### config.mk
export PLATFORM = sky130hd
export DESIGN_NAME = dac_stream_sched
export DESIGN_NICKNAME = d
export VERILOG_FILES = /design/src/rtl/dac_stream_sched.sv
export SDC_FILE = /design/constraint.sdc
export NUM_CORES = 1
export LEC_CHECK = 0
export ABC_AREA = 1
export BUFFER_PORTS_ARGS = -buffer_cell sky130_fd_sc_hd__buf_2
export CORE_MARGIN = 4
export CORE_UTILIZATION = 47
export CTS_CLUSTER_DIAMETER = 60
export DETAILED_ROUTE_END_ITERATION = 8
export PLACE_DENSITY = 0.72
export SYNTH_ARGS = -nofsm -noshare
export SYNTH_HDL_FRONTEND = slang
export SYNTH_SLANG_ARGS = --single-unit
export TNS_END_PERCENT = 1
### constraint.sdc
create_clock -name clk -period 1.9 [get_ports clk]
set_input_delay 0.19 -clock clk [delete_from_list [all_inputs] [get_ports clk]]
set_output_delay 0.19 -clock clk [all_outputs]
set_load 0.01 [all_outputs]
### src/rtl/dac_stream_sched.sv
// DAC output sequencer: source select, programmable sample pacing, warm-up/drain at mid-scale,
// and saturating underflow accounting. Handshake: a source sample moves when its valid and
// ready are both high in the same cycle; ready is only ever raised on a RUN tick.
module dac_stream_sched #(
  parameter int WIDTH      = 14,
  parameter int WARMUP_CYC = 16,
  parameter int DRAIN_CYC  = 8
) (
  input  logic             clk,
  input  logic             resetn,
  input  logic             start,
  input  logic             stop,
  input  logic             src_sel,
  input  logic [7:0]       rate_div,
  input  logic [WIDTH-1:0] s0_data,
  input  logic             s0_valid,
  output logic             s0_ready,
  input  logic [WIDTH-1:0] s1_data,
  input  logic             s1_valid,
  output logic             s1_ready,
  input  logic             underflow_clr,
  output logic [WIDTH-1:0] dac_data,
  output logic             dac_en,
  output logic             busy,
  output logic [15:0]      underflow_cnt,
  output logic [1:0]       state_dbg
);

  localparam logic [WIDTH-1:0] MID = {1'b1, {(WIDTH-1){1'b0}}};
  localparam int PH_MAX = (WARMUP_CYC > DRAIN_CYC) ? WARMUP_CYC : DRAIN_CYC;
  localparam int PH_W   = (PH_MAX > 1) ? $clog2(PH_MAX) : 1;
  localparam logic [PH_W-1:0] WARM_LAST  = PH_W'(WARMUP_CYC - 1);
  localparam logic [PH_W-1:0] DRAIN_LAST = PH_W'(DRAIN_CYC - 1);

  typedef enum logic [1:0] {
    S_IDLE   = 2'd0,
    S_WARMUP = 2'd1,
    S_RUN    = 2'd2,
    S_DRAIN  = 2'd3
  } state_t;

  state_t           state, state_next;
  logic [PH_W-1:0]  ph_cnt;
  logic [7:0]       tick_cnt;
  logic [7:0]       rate_l;
  logic             src_l;
  logic             tick;
  logic             sel_valid;
  logic [WIDTH-1:0] sel_data;
  logic             take;
  logic             miss;

  assign state_dbg = state;
  assign tick      = (state == S_RUN) && (tick_cnt == rate_l);
  assign sel_valid = src_l ? s1_valid : s0_valid;
  assign sel_data  = src_l ? s1_data : s0_data;
  assign take      = tick && sel_valid;
  assign miss      = tick && !sel_valid;
  assign s0_ready  = take && !src_l;
  assign s1_ready  = take && src_l;

  always_comb begin
    state_next = state;
    case (state)
      S_IDLE:   if (start && !stop) state_next = S_WARMUP;
      S_WARMUP: begin
        if (stop)                        state_next = S_DRAIN;
        else if (ph_cnt == WARM_LAST)    state_next = S_RUN;
      end
      S_RUN:    if (stop) state_next = S_DRAIN;
      S_DRAIN:  if (ph_cnt == DRAIN_LAST) state_next = S_IDLE;
      default:  state_next = S_IDLE;
    endcase
  end

  always_ff @(posedge clk or negedge resetn) begin
    if (!resetn) begin
      state         <= S_IDLE;
      ph_cnt        <= '0;
      tick_cnt      <= '0;
      rate_l        <= '0;
      src_l         <= 1'b0;
      dac_data      <= MID;
      dac_en        <= 1'b0;
      busy          <= 1'b0;
      underflow_cnt <= '0;
    end else begin
      state  <= state_next;
      busy   <= (state_next != S_IDLE);
      dac_en <= (state_next != S_IDLE);

      if (state == S_IDLE && start && !stop) begin
        src_l  <= src_sel;
        rate_l <= rate_div;
      end

      // One counter times both the warm-up and the drain phases.
      if (state_next != state)
        ph_cnt <= '0;
      else if (state == S_WARMUP || state == S_DRAIN)
        ph_cnt <= ph_cnt + PH_W'(1);

      if (state == S_RUN && state_next == S_RUN && !tick)
        tick_cnt <= tick_cnt + 8'd1;
      else
        tick_cnt <= '0;

      // A sample taken on the stop cycle is consumed but never shown: drain outputs mid-scale.
      if (state_next != S_RUN)
        dac_data <= MID;
      else if (take)
        dac_data <= sel_data;

      if (underflow_clr)
        underflow_cnt <= '0;
      else if (miss && underflow_cnt != 16'hFFFF)
        underflow_cnt <= underflow_cnt + 16'd1;
    end
  end

endmodule

==> results of run 1 <==
sequential cells by signal, summed over array words and instances, names as in the netlist:
signal,count
state_dbg,2
busy,1
tick_cnt,8
src_l,1
ph_cnt,4
dac_data,14
rate_l,8
underflow_cnt,16
stage by stage:
| step | TNS [ps] | util, % | setup slack (ps) | std cells |
|---|---|---|---|---|
| floorplan | 0 | - | 228 | 424 |
| global placement | 0 | 55.9 | 107 | 595 |
| detailed placement | 0 | 55.9 | 9.23 | 595 |
| CTS | 0 | 58.8 | 69.1 | 611 |
| global route | -35.9 | 59.1 | -35.9 | 611 |
| finish | 0 | 59.1 | 76.2 | 611 |
layout make-up:
type                       count  area, um2
sequential                    54       1360
timing repair buffer         100        581
multi-input combinational    313       1720
inverter                      40        155
fill                         657       2790
tap                           96        120
clock buffer                   6       72.6
clock inverter                 2       37.5
logic make-up (layout without fill, tap and decap cells):
logic type | Yosys count | after routing | synth area share (%)
buffers and inverters | 57 | 148 | 8.51
DFF | 54 | 54 | 40.9
and+or+nand+nor | 280 | 280 | 42.0
muxes | 5 | 5 | 1.66
AOI/OAI and AO/OA | 12 | 12 | 2.31
adders and majority gates | 3 | 3 | 1.14
xor gates and xnor gates | 13 | 13 | 3.44
power by group through the flow:
| stage | clock, W | sequential, W | combinational, W |
|---|---|---|---|
| detailed placement | 0 | 0.00151 | 0.00129 |
| CTS | 0.000810 | 0.00148 | 0.00135 |
| floorplan | 0 | 0.00146 | 0.00103 |
| global placement | 0 | 0.00150 | 0.00125 |
| global route | 0.000846 | 0.00151 | 0.00152 |
| finish | 0.000776 | 0.00148 | 0.00136 |
what timing repair did:
item / CTS / global route
hold endpoints to repair: 53 / 0
hold buffers: 1 / 0
buffers inserted: 7 / 0
pin swaps: 2 / 3
gates resized for setup: 5 / 5
setup endpoints to repair: 3 / 33
cell usage after synthesis (3+ instances only):
cell type  count
a21oi_1        6
buf_2          5
buf_4          3
buf_6          6
dfrtp_1       53
ha_1           3
inv_1         34
inv_2          5
mux2_2         4
nand2_1      126
nand2_2        3
nand3_1       46
nand3_2       14
nand3_4        3
nand4_1       23
nor2_1        47
nor2_4         5
nor3_1         7
xnor2_1        4
xor2_1         9
how the worst max path moves through the flow:
stage,from,end,slack (ps),depth (start not counted)
2_1_floorplan,underflow_cnt[0],underflow_cnt[10],230,9
3_3_place_gp,state_dbg[0],underflow_cnt[3],110,8
3_5_place_dp,state_dbg[0],underflow_cnt[0],9,8
4_1_cts,rate_l[4],underflow_cnt[0],70,8
5_1_grt,tick_cnt[3],s0_ready,-40,9
6_report,tick_cnt[3],s0_ready,80,9
layer usage:
| layer | wire [um] | up-vias | part of all wire, % | GRT usage [%] |
|---|---|---|---|---|
| met4 | 72 | 0 | 0.92 | 3.71 |
| met1 | 3560 | 1389 | 46 | 24.7 |
| met3 | 446 | 6 | 5.7 | 3.69 |
| met5 | 0 | - | 0 | 0 |
| met2 | 3730 | 84 | 48 | 32.8 |
| li1 | - | 1548 | - | - |
worst max-delay path: stages, from the launching register on:
cell and delay, ps:
dfrtp_1 370, inv_1 70, nand2_1 100, nand2_2 80
nor2_4 100, nand3_4 100, nor2_4 200, nand2_8 70
nor2_1 90, buf_2 130
==> out/results.ini, run 1 <==
[global_routing]
grt_util_all_layers_pct=18.9
grt_pass1_vias=2914
grt.overflow.total=0
grt_max_degree=55
grt_pass1_wl_mm=13.2
grt_antenna_before_repair=0

[clock_tree]
clkTransAtPathRegs_ps=100
cts_tree=built
cts_root_buffer=clkbuf_8
h-tree-depth=2
cts_num_sinks=54
clockBufferDepth=2
cts_buffers=5
clock_latency_ps=310

[cells_and_area]
antenna_cells=0
area_delta_synth_final_pct=22.1
nNetsFinal=561
final_cell_mix=nand2_1 (125), buf_2 (79), dfrtp_1 (51), nand3_1 (46), nor2_1 (46)
drive_gt1_share_pct=30.7
final_common_cell=nand2_1
stdcell_area_um2=4040

[sta]
finalMaxSlewViolations=0
finalHoldViolations=0
relSlewSlack_pct=72.6
hold_slack_ps=107
fin_crit_ps=1820
fmax_mhz=548
setup_viol=0
tightest_slew_ps=411
timing.final.crit_share_pct=96.0
rsz0062_at_grt=true
fin_worst_skew_ps=4.29

[setup_path]
cp.required_ps=1710
arrival_ps=1630
r2r_slack_ps=140
worstPathMaxFanout=3
start_kind=flip-flop
reg2reg_depth=11
reg2reg_from=tick_cnt[3]
crit_type=reg2out
cp-end-kind=output port
r2r-end=dac_data[6]

[logic_synthesis]
syn_nets=471
synthFlopType=dfrtp_1
synth_edf_count=0
synth_warnings=0
synth_area_leaders=dfrtp_1 (40%), nand2_1 (14%), nand3_1 (7.0%), nor2_1 (5.3%), nand4_1 (4.4%)
netlist_area_um2=3310
yosysTopAreaCellShare_pct=40.1
synth_cell_types=34
syn_avg_cell_area_um2=7.80
ys_seq_area_share_pct=40.9
async_flop_share_pct=100
synth_seq_cells=54
synth_top_area_cell=dfrtp_1
syn_inst=424

[floorplanning]
die_w_um=91.9
ios=80
core-area_um2=6830
fp-row-count=30
start_util_pct=48.4
die_h_um=91.9
dieArea_um2=8440

[drt]
detail-route-antenna-nets=0
wirelength_mm=7.81
viasPerCell=4.95
drt_iter0_drc=74
firstDrtPassIters=5
wl_per_cell_um=12.8
drc=0
via_count=3027

[placed_design]
gp_congestion=0.844
portBuffers=79
placed_cell_area_um2=3820
hpwl_mm=5.60

[worst_hold_path]
min-delay-start=rate_div[6]
holdPathEnd=rate_l[6]
hp-class=in2reg
whs_path_depth=2

[power_and_ir_drop]
netSwitchingFraction_pct=38.2
p_comb_share_pct=37.5
seqPwrFrac_pct=41.0
power_density_nw_per_um2=895
leakage_nw=2.15
power.total_w=0.00361
power_frac_clock_pct=21.5
p_int_w=0.00223
ir_drop_mv=0.382
switching_power_w=0.00138

[outcome]
status=finished clean

[run]
cap_violations=0

Note: power is estimated with default switching activity, not from simulation.
==> run 2, diff against run 1 <==
--- a/config.mk
+++ b/config.mk
@@ -8,10 +8,10 @@
 export ABC_AREA = 1
 export BUFFER_PORTS_ARGS = -buffer_cell sky130_fd_sc_hd__buf_2
 export CORE_MARGIN = 4
-export CORE_UTILIZATION = 47
+export CORE_UTILIZATION = 30
+export CTS_BUF_LIST = sky130_fd_sc_hd__clkbuf_8
 export CTS_CLUSTER_DIAMETER = 60
 export DETAILED_ROUTE_END_ITERATION = 8
-export PLACE_DENSITY = 0.72
 export SYNTH_ARGS = -nofsm -noshare
 export SYNTH_HDL_FRONTEND = slang
 export SYNTH_SLANG_ARGS = --single-unit
==> constraint.sdc (replaced) <==
create_clock -name clk -period 1.9 [get_ports clk]
set_input_delay 0.57 -clock clk [delete_from_list [all_inputs] [get_ports clk]]
set_output_delay 0.57 -clock clk [all_outputs]
set_load 0.01 [all_outputs]
==> run 2 against run 1 <==
Net effect:
- the flow now finishes with violations (setup timing)
- non-clock buffer count is 11 higher
- sequential power about the same
- fmax fell by 13%
- global-route usage down 5.5 points
- cell count grew 9.0%
- largest cell class unchanged
- largest power group unchanged
==> out/results.ini, run 2 (synthesis gave the netlist of run 1 again) <==
[setup_path]
cp.depth=8  ; was 9
crit_chain=inv_2 -> nor2_1 -> nor2_2 -> nand3_4 -> nor2_4 -> nand2_4 -> nor2_4 -> buf_6  ; was inv_1 -> nand2_1 -> nand2_2 -> nor2_4 -> nand3_4 -> nor2_4 -> nand2_8 -> nor2_1 -> buf_2
cp_slowest_stage_delay_ps=410  ; was 370 ps
r2r-end=dac_data[13]  ; was dac_data[6]
crit_top_cell=nor2_4  ; unchanged
reg2reg_depth=11  ; unchanged
cp-end-kind=output port  ; unchanged
crit_path_end=s0_ready  ; unchanged
arrival_ps=1530  ; was 1630 ps
cp.required_ps=1330  ; was 1710 ps
crit_type=reg2out  ; unchanged
worstPathMaxFanout=4  ; was 3
start_kind=flip-flop  ; unchanged
path_buf_inv=2  ; unchanged
critPathTopFamily=simple AND/OR/NAND/NOR gates  ; unchanged
cp_slowest_cell=dfrtp_1  ; unchanged
r2r_slack_ps=210  ; was 140 ps
reg2reg_from=ph_cnt[0]  ; was tick_cnt[3]
startpoint=tick_cnt[4]  ; was tick_cnt[3]

[drt]
via_count=3088  ; was 3,027
detail-route-antenna-nets=0  ; unchanged
wl_per_cell_um=12.6  ; was 12.8 um
firstDrtPassIters=4  ; was 5
drt_iter0_drc=124  ; was 74
wirelength_mm=8.38  ; was 7.81 mm
drc=0  ; unchanged
viasPerCell=4.64  ; was 4.95

[run]
cap_violations=0  ; unchanged

[power_and_ir_drop]
switching_power_w=0.00142  ; was 0.00138 W
seqPwrFrac_pct=40.8  ; was 41.0%
power_frac_clock_pct=19.5  ; was 21.5%
power_density_nw_per_um2=853  ; was 895 nW/um2
ir_drop_mv=0.475  ; was 0.382 mV
p_int_w=0.00215  ; was 0.00223 W
p_comb_share_pct=39.7  ; was 37.5%
leakage_nw=2.22  ; was 2.15 nW
netSwitchingFraction_pct=39.8  ; was 38.2%

[cells_and_area]
reg_top3=underflow_cnt (16), dac_data (14)  ; unchanged
area_delta_synth_final_pct=26.4  ; was 22.1%
top_register=underflow_cnt  ; unchanged
nNetsFinal=572  ; was 561
final_common_cell=nand2_1  ; unchanged
antenna_cells=0  ; unchanged
final_util_pct=38.7  ; was 59.1%
final_cell_mix=nand2_1 (123), buf_2 (78), dfrtp_1 (53), nand3_1 (46), nor2_1 (45)  ; was nand2_1 (125), buf_2 (79), dfrtp_1 (51), nand3_1 (46), nor2_1 (46)
fillers=1111  ; was 657
drive_gt1_share_pct=32.9  ; was 30.7%
largest_register_ffs=16  ; unchanged

[floorplanning]
die_w_um=113  ; was 91.9 um
start_util_pct=30.6  ; was 48.4%
dieArea_um2=12800  ; was 8440 um2
die_h_um=113  ; was 91.9 um
ios=80  ; unchanged
fp-row-count=38  ; was 30
core-area_um2=10800  ; was 6830 um2

[outcome]
violations=setup timing
status=finished with violations  ; was finished clean

[clock_tree]
clkTransAtPathRegs_ps=110  ; was 100 ps
cts_buffers=5  ; unchanged
h-tree-depth=2  ; unchanged
cts_root_buffer=clkbuf_8  ; unchanged
clockBufferDepth=2  ; unchanged
cts_num_sinks=54  ; unchanged
clock_latency_ps=320  ; was 310 ps
cts_tree=built  ; unchanged

[sta]
fmax_mhz=477  ; was 548 MHz
finalHoldViolations=0  ; unchanged
setup_viol=2  ; was 0
relSlewSlack_pct=72.5  ; was 72.6%
rsz0062_at_grt=true  ; unchanged
fin_worst_skew_ps=11.3  ; was 4.29 ps
timing.final.crit_share_pct=110  ; was 96.0%
tightest_slew_ps=412  ; was 411 ps
layout_setup_ws_ps=-197  ; was 76.2 ps
finalMaxSlewViolations=0  ; unchanged
fin_crit_ps=2100  ; was 1820 ps

[global_routing]
grt_antenna_before_repair=0  ; unchanged
grt_pass1_wl_mm=14.3  ; was 13.2 mm
grt_max_degree=33  ; was 55
grt_pass1_vias=3080  ; was 2,914
grt.overflow.total=0  ; unchanged
grt_util_all_layers_pct=13.5  ; was 18.9%

[placed_design]
portBuffers=79  ; unchanged
hpwl_mm=6.30  ; was 5.60 mm
gp_congestion=0.840  ; was 0.844
pre_cts_slack_ps=56.8  ; was 9.23 ps

[worst_hold_path]
hp-class=in2async  ; was in2reg

-- run 2: cell types whose count changed in the layout (fill, tap and decap cells not counted), sizes merged --
cell         before  now
clkbuf            6    5
clkinvlp          1    0
bufinv            1    0
dlygate4sd3       1    0
inv              39   41
buf              99  111
clkinv            1    2
-- run 2: per-stage QoR --
stage                     std cells  hold WS [ps]  TNS, ps  total power, W  cell area [um2]
after CTS                       664           169     -407         0.00360             4160
after floorplan                 424           274        0         0.00249             3320
after global placement          647           474        0         0.00282             3970
final                           666           167     -359         0.00356             4180
after global routing            666           173     -516         0.00382             4180
after detailed placement        647           488        0         0.00285             3970
-- run 2: power groups by stage --
stage	clock network [W]	registers (W)	logic (W)
after global placement	0	0.00147	0.00136
after floorplan	0	0.00146	0.00104
after detailed placement	0	0.00147	0.00138
after global routing	0.000770	0.00147	0.00158
after CTS	0.000735	0.00145	0.00142
final	0.000696	0.00145	0.00142
-- run 2: final cells by class --
class / instances / area, um2 / area share [%]
sequential: 54 / 1350 / 32.4
tap: 140 / 175 / 4.19
inverter: 40 / 155 / 3.71
multi-input combinational: 313 / 1710 / 40.9
timing repair buffer: 111 / 692 / 16.6
clock buffer: 5 / 68.8 / 1.65
clock inverter: 3 / 26.3 / 0.629
-- run 2: metal layers --
layer / track usage, % / part of all wire [%]
met3: 2.30 / 4.8
met4: 3.93 / 1.1
met5: 0 / 0
met2: 22.5 / 47
met1: 17.9 / 47
-- run 2: worst min-delay path by stage --
| stage | from | endpoint | slack, ps | cells after the start |
|---|---|---|---|---|
| floorplan | resetn | busy | 270 | 0 |
| global placement | tick_cnt[0] | tick_cnt[0] | 470 | 1 |
| detailed placement | dac_data[13] | dac_data[13] | 490 | 2 |
| CTS | resetn | ph_cnt[2] | 170 | 1 |
| global route | resetn | ph_cnt[0] | 170 | 1 |
| finish | resetn | ph_cnt[2] | 170 | 1 |
-- run 2: timing repair --
item	4_1_cts	5_1_grt
gates resized for setup	5	5
hold buffers	0	0
endpoints found under the setup margin	2	4
pin swaps	3	2
buffers inserted	9	2
==> run 3, diff against run 2 <==
==> constraint.sdc (replaced) <==
create_clock -name clk -period 1.9 [get_ports clk]
set_input_delay 0.095 -clock clk [delete_from_list [all_inputs] [get_ports clk]]
set_output_delay 0.095 -clock clk [all_outputs]
set_load 0.01 [all_outputs]
==> run 3 against run 2 <==
Net effect:
- critical endpoint unchanged
- sequential cell count did not move
- sequential share of layout area increased by 1.0 points
- power decreased by 2.9%
- routed wire length grew 0.66%
- fmax grew 17%
- clock-buffer cell count is the same
- the run now ends clean
- core utilization fell by 1.2 points
- non-clock buffer count is 12 lower
- die area is the same
- highest routed layer unchanged
- first-iteration DRC count up 92%
- critical path type unchanged
- sequential power about the same
- register-to-register slack lost 70 ps
==> out/results.ini, run 3 (synthesis gave the netlist of run 1 again) <==
[power_and_ir_drop]
power_frac_clock_pct=19.1  ; was 19.5%
netSwitchingFraction_pct=40.0  ; was 39.8%
seqPwrFrac_pct=42.3  ; was 40.8%
p_int_w=0.00208  ; was 0.00215 W
switching_power_w=0.00139  ; was 0.00142 W
ir_drop_mv=0.365  ; was 0.475 mV
leakage_nw=2.13  ; was 2.22 nW
p_comb_share_pct=38.6  ; was 39.7%
power_density_nw_per_um2=854  ; was 853 nW/um2

[sta]
tightest_slew_ps=598  ; was 412 ps
fin_worst_skew_ps=8.17  ; was 11.3 ps
hold_slack_ps=11.7  ; was 167 ps
finalMaxSlewViolations=0  ; unchanged
setup_viol=0  ; was 2
fmax_mhz=560  ; was 477 MHz
fin_crit_ps=1790  ; was 2100 ps
finalHoldViolations=0  ; unchanged
fin_setup_tns_ps=0  ; was -359 ps
rsz0062_at_grt=true  ; unchanged
timing.final.crit_share_pct=94.0  ; was 110%
relSlewSlack_pct=60.1  ; was 72.5%

[global_routing]
grt_pass1_wl_mm=14.2  ; was 14.3 mm
grt_util_all_layers_pct=13.4  ; was 13.5%
grt_antenna_before_repair=0  ; unchanged
grt_max_degree=33  ; unchanged
grt.overflow.total=0  ; unchanged
grt_pass1_vias=2981  ; was 3,080

[setup_path]
cp_slowest_stage_delay_ps=450  ; was 410 ps
crit_chain=nand2_1 -> nand2_2 -> nor2_4 -> nand3_4 -> nor2_4 -> nand2_8 -> nor2_4 -> buf_6  ; was inv_2 -> nor2_1 -> nor2_2 -> nand3_4 -> nor2_4 -> nand2_4 -> nor2_4 -> buf_6
crit_type=reg2out  ; unchanged
worstPathMaxFanout=17  ; was 4
crit_top_cell=nor2_4  ; unchanged
cp-end-kind=output port  ; unchanged
r2r-end=underflow_cnt[14]  ; was dac_data[13]
cp_slowest_cell=dfrtp_1  ; unchanged
start_kind=flip-flop  ; unchanged
arrival_ps=1690  ; was 1530 ps
reg2reg_depth=8  ; was 11
reg2reg_from=underflow_cnt[1]  ; was ph_cnt[0]
startpoint=tick_cnt[2]  ; was tick_cnt[4]
crit_path_end=s0_ready  ; unchanged
r2r_slack_ps=140  ; was 210 ps
cp.required_ps=1800  ; was 1330 ps

[floorplanning]
core-area_um2=10800  ; unchanged
fp-row-count=38  ; unchanged
die_w_um=113  ; unchanged
ios=80  ; unchanged
start_util_pct=30.6  ; unchanged
dieArea_um2=12800  ; unchanged
die_h_um=113  ; unchanged

[cells_and_area]
nNetsFinal=560  ; was 572
multi_input_area_um2=1700  ; was 1710 um2
antenna_cells=0  ; unchanged
layout.area.seq_um2=1350  ; about the same
reg_top3=underflow_cnt (16), dac_data (14)  ; unchanged
drive_gt1_share_pct=29.6  ; was 32.9%
final_cell_mix=nand2_1 (126), buf_2 (78), dfrtp_1 (52), nand3_1 (46), nor2_1 (45)  ; was nand2_1 (123), buf_2 (78), dfrtp_1 (53), nand3_1 (46), nor2_1 (45)
fillers=1127  ; was 1,111
final_common_cell=nand2_1  ; unchanged
area_delta_synth_final_pct=22.6  ; was 26.4%
top_register=underflow_cnt  ; unchanged
largest_register_ffs=16  ; unchanged

[drt]
viasPerCell=4.71  ; was 4.64
drt_iter0_drc=238  ; was 124
firstDrtPassIters=5  ; was 4
wirelength_mm=8.43  ; was 8.38 mm
wl_per_cell_um=12.9  ; was 12.6 um
drc=0  ; unchanged
detail-route-antenna-nets=0  ; unchanged
via_count=3080  ; was 3,088

[worst_hold_path]
hp-class=in2reg  ; was in2async

[outcome]
status=finished clean  ; was finished with violations

[clock_tree]
clock_latency_ps=310  ; was 320 ps
cts_buffers=5  ; unchanged
clockBufferDepth=2  ; unchanged
clkTransAtPathRegs_ps=110  ; about the same
cts_tree=built  ; unchanged
h-tree-depth=2  ; unchanged
cts_num_sinks=54  ; unchanged
cts_root_buffer=clkbuf_8  ; unchanged

[placed_design]
gp_congestion=0.850  ; was 0.840
hpwl_mm=6.28  ; was 6.30 mm
portBuffers=79  ; unchanged

[run]
cap_violations=0  ; unchanged

[run 3: metrics by stage]
step | util [%] | total power, W | setup slack (ps) | std cells | cell area (um2)
finish | 37.6 | 0.00346 | 114 | 654 | 4060
global route | 37.6 | 0.00373 | -35.6 | 654 | 4060
CTS | 37.0 | 0.00348 | 15.0 | 651 | 4000
detailed placement | 36.1 | 0.00282 | 102 | 642 | 3900
global placement | 36.1 | 0.00278 | 161 | 642 | 3900
floorplan | - | 0.00249 | 228 | 424 | 3310
[run 3: critical path: cells and delay by family (launching register included)]
family                 cells  cell delay, ps
buffers and inverters      1             100
flip-flops                 1             450
AND/OR/NAND/NOR            7             830
[run 3: final cells by class]
cell class	count	share of cell area [%]
tap	140	4.32
timing repair buffer	99	14.3
inverter	40	3.83
multi-input combinational	313	41.9
clock buffer	5	1.70
clock inverter	3	0.525
sequential	54	33.4
[run 3: worst min-delay path by stage]
stage	from	endpoint	slack [ps]	depth (start not counted)
after global routing	rate_div[6]	rate_l[6]	0.9	2
final	rate_div[7]	rate_l[7]	10	2
after floorplan	resetn	busy	-200	0
after global placement	resetn	ph_cnt[0]	140	1
after CTS	rate_div[7]	rate_l[7]	5	2
after detailed placement	resetn	busy	140	1
[run 3: repair_timing]
item	CTS	global route
endpoints found under the setup margin	0	22
hold buffers	1	1
hold endpoints to repair	21	1
gates resized for setup	0	7
buffers inserted	0	2
[run 3: layer usage]
metal	GRT usage, %	vias to the layer above	wire [um]
met3	2.99	9	595
met4	2.96	0	82
met5	0	-	0
met2	22.2	99	3990
met1	18.0	1424	3760
li1	-	1548	-
[run 3: power groups by stage]
stage | Clock (W) | Combinational (W) | Sequential (W)
floorplan | 0 | 0.00103 | 0.00146
global placement | 0 | 0.00130 | 0.00148
detailed placement | 0 | 0.00133 | 0.00148
CTS | 0.000683 | 0.00134 | 0.00147
global route | 0.000735 | 0.00151 | 0.00149
finish | 0.000661 | 0.00134 | 0.00147
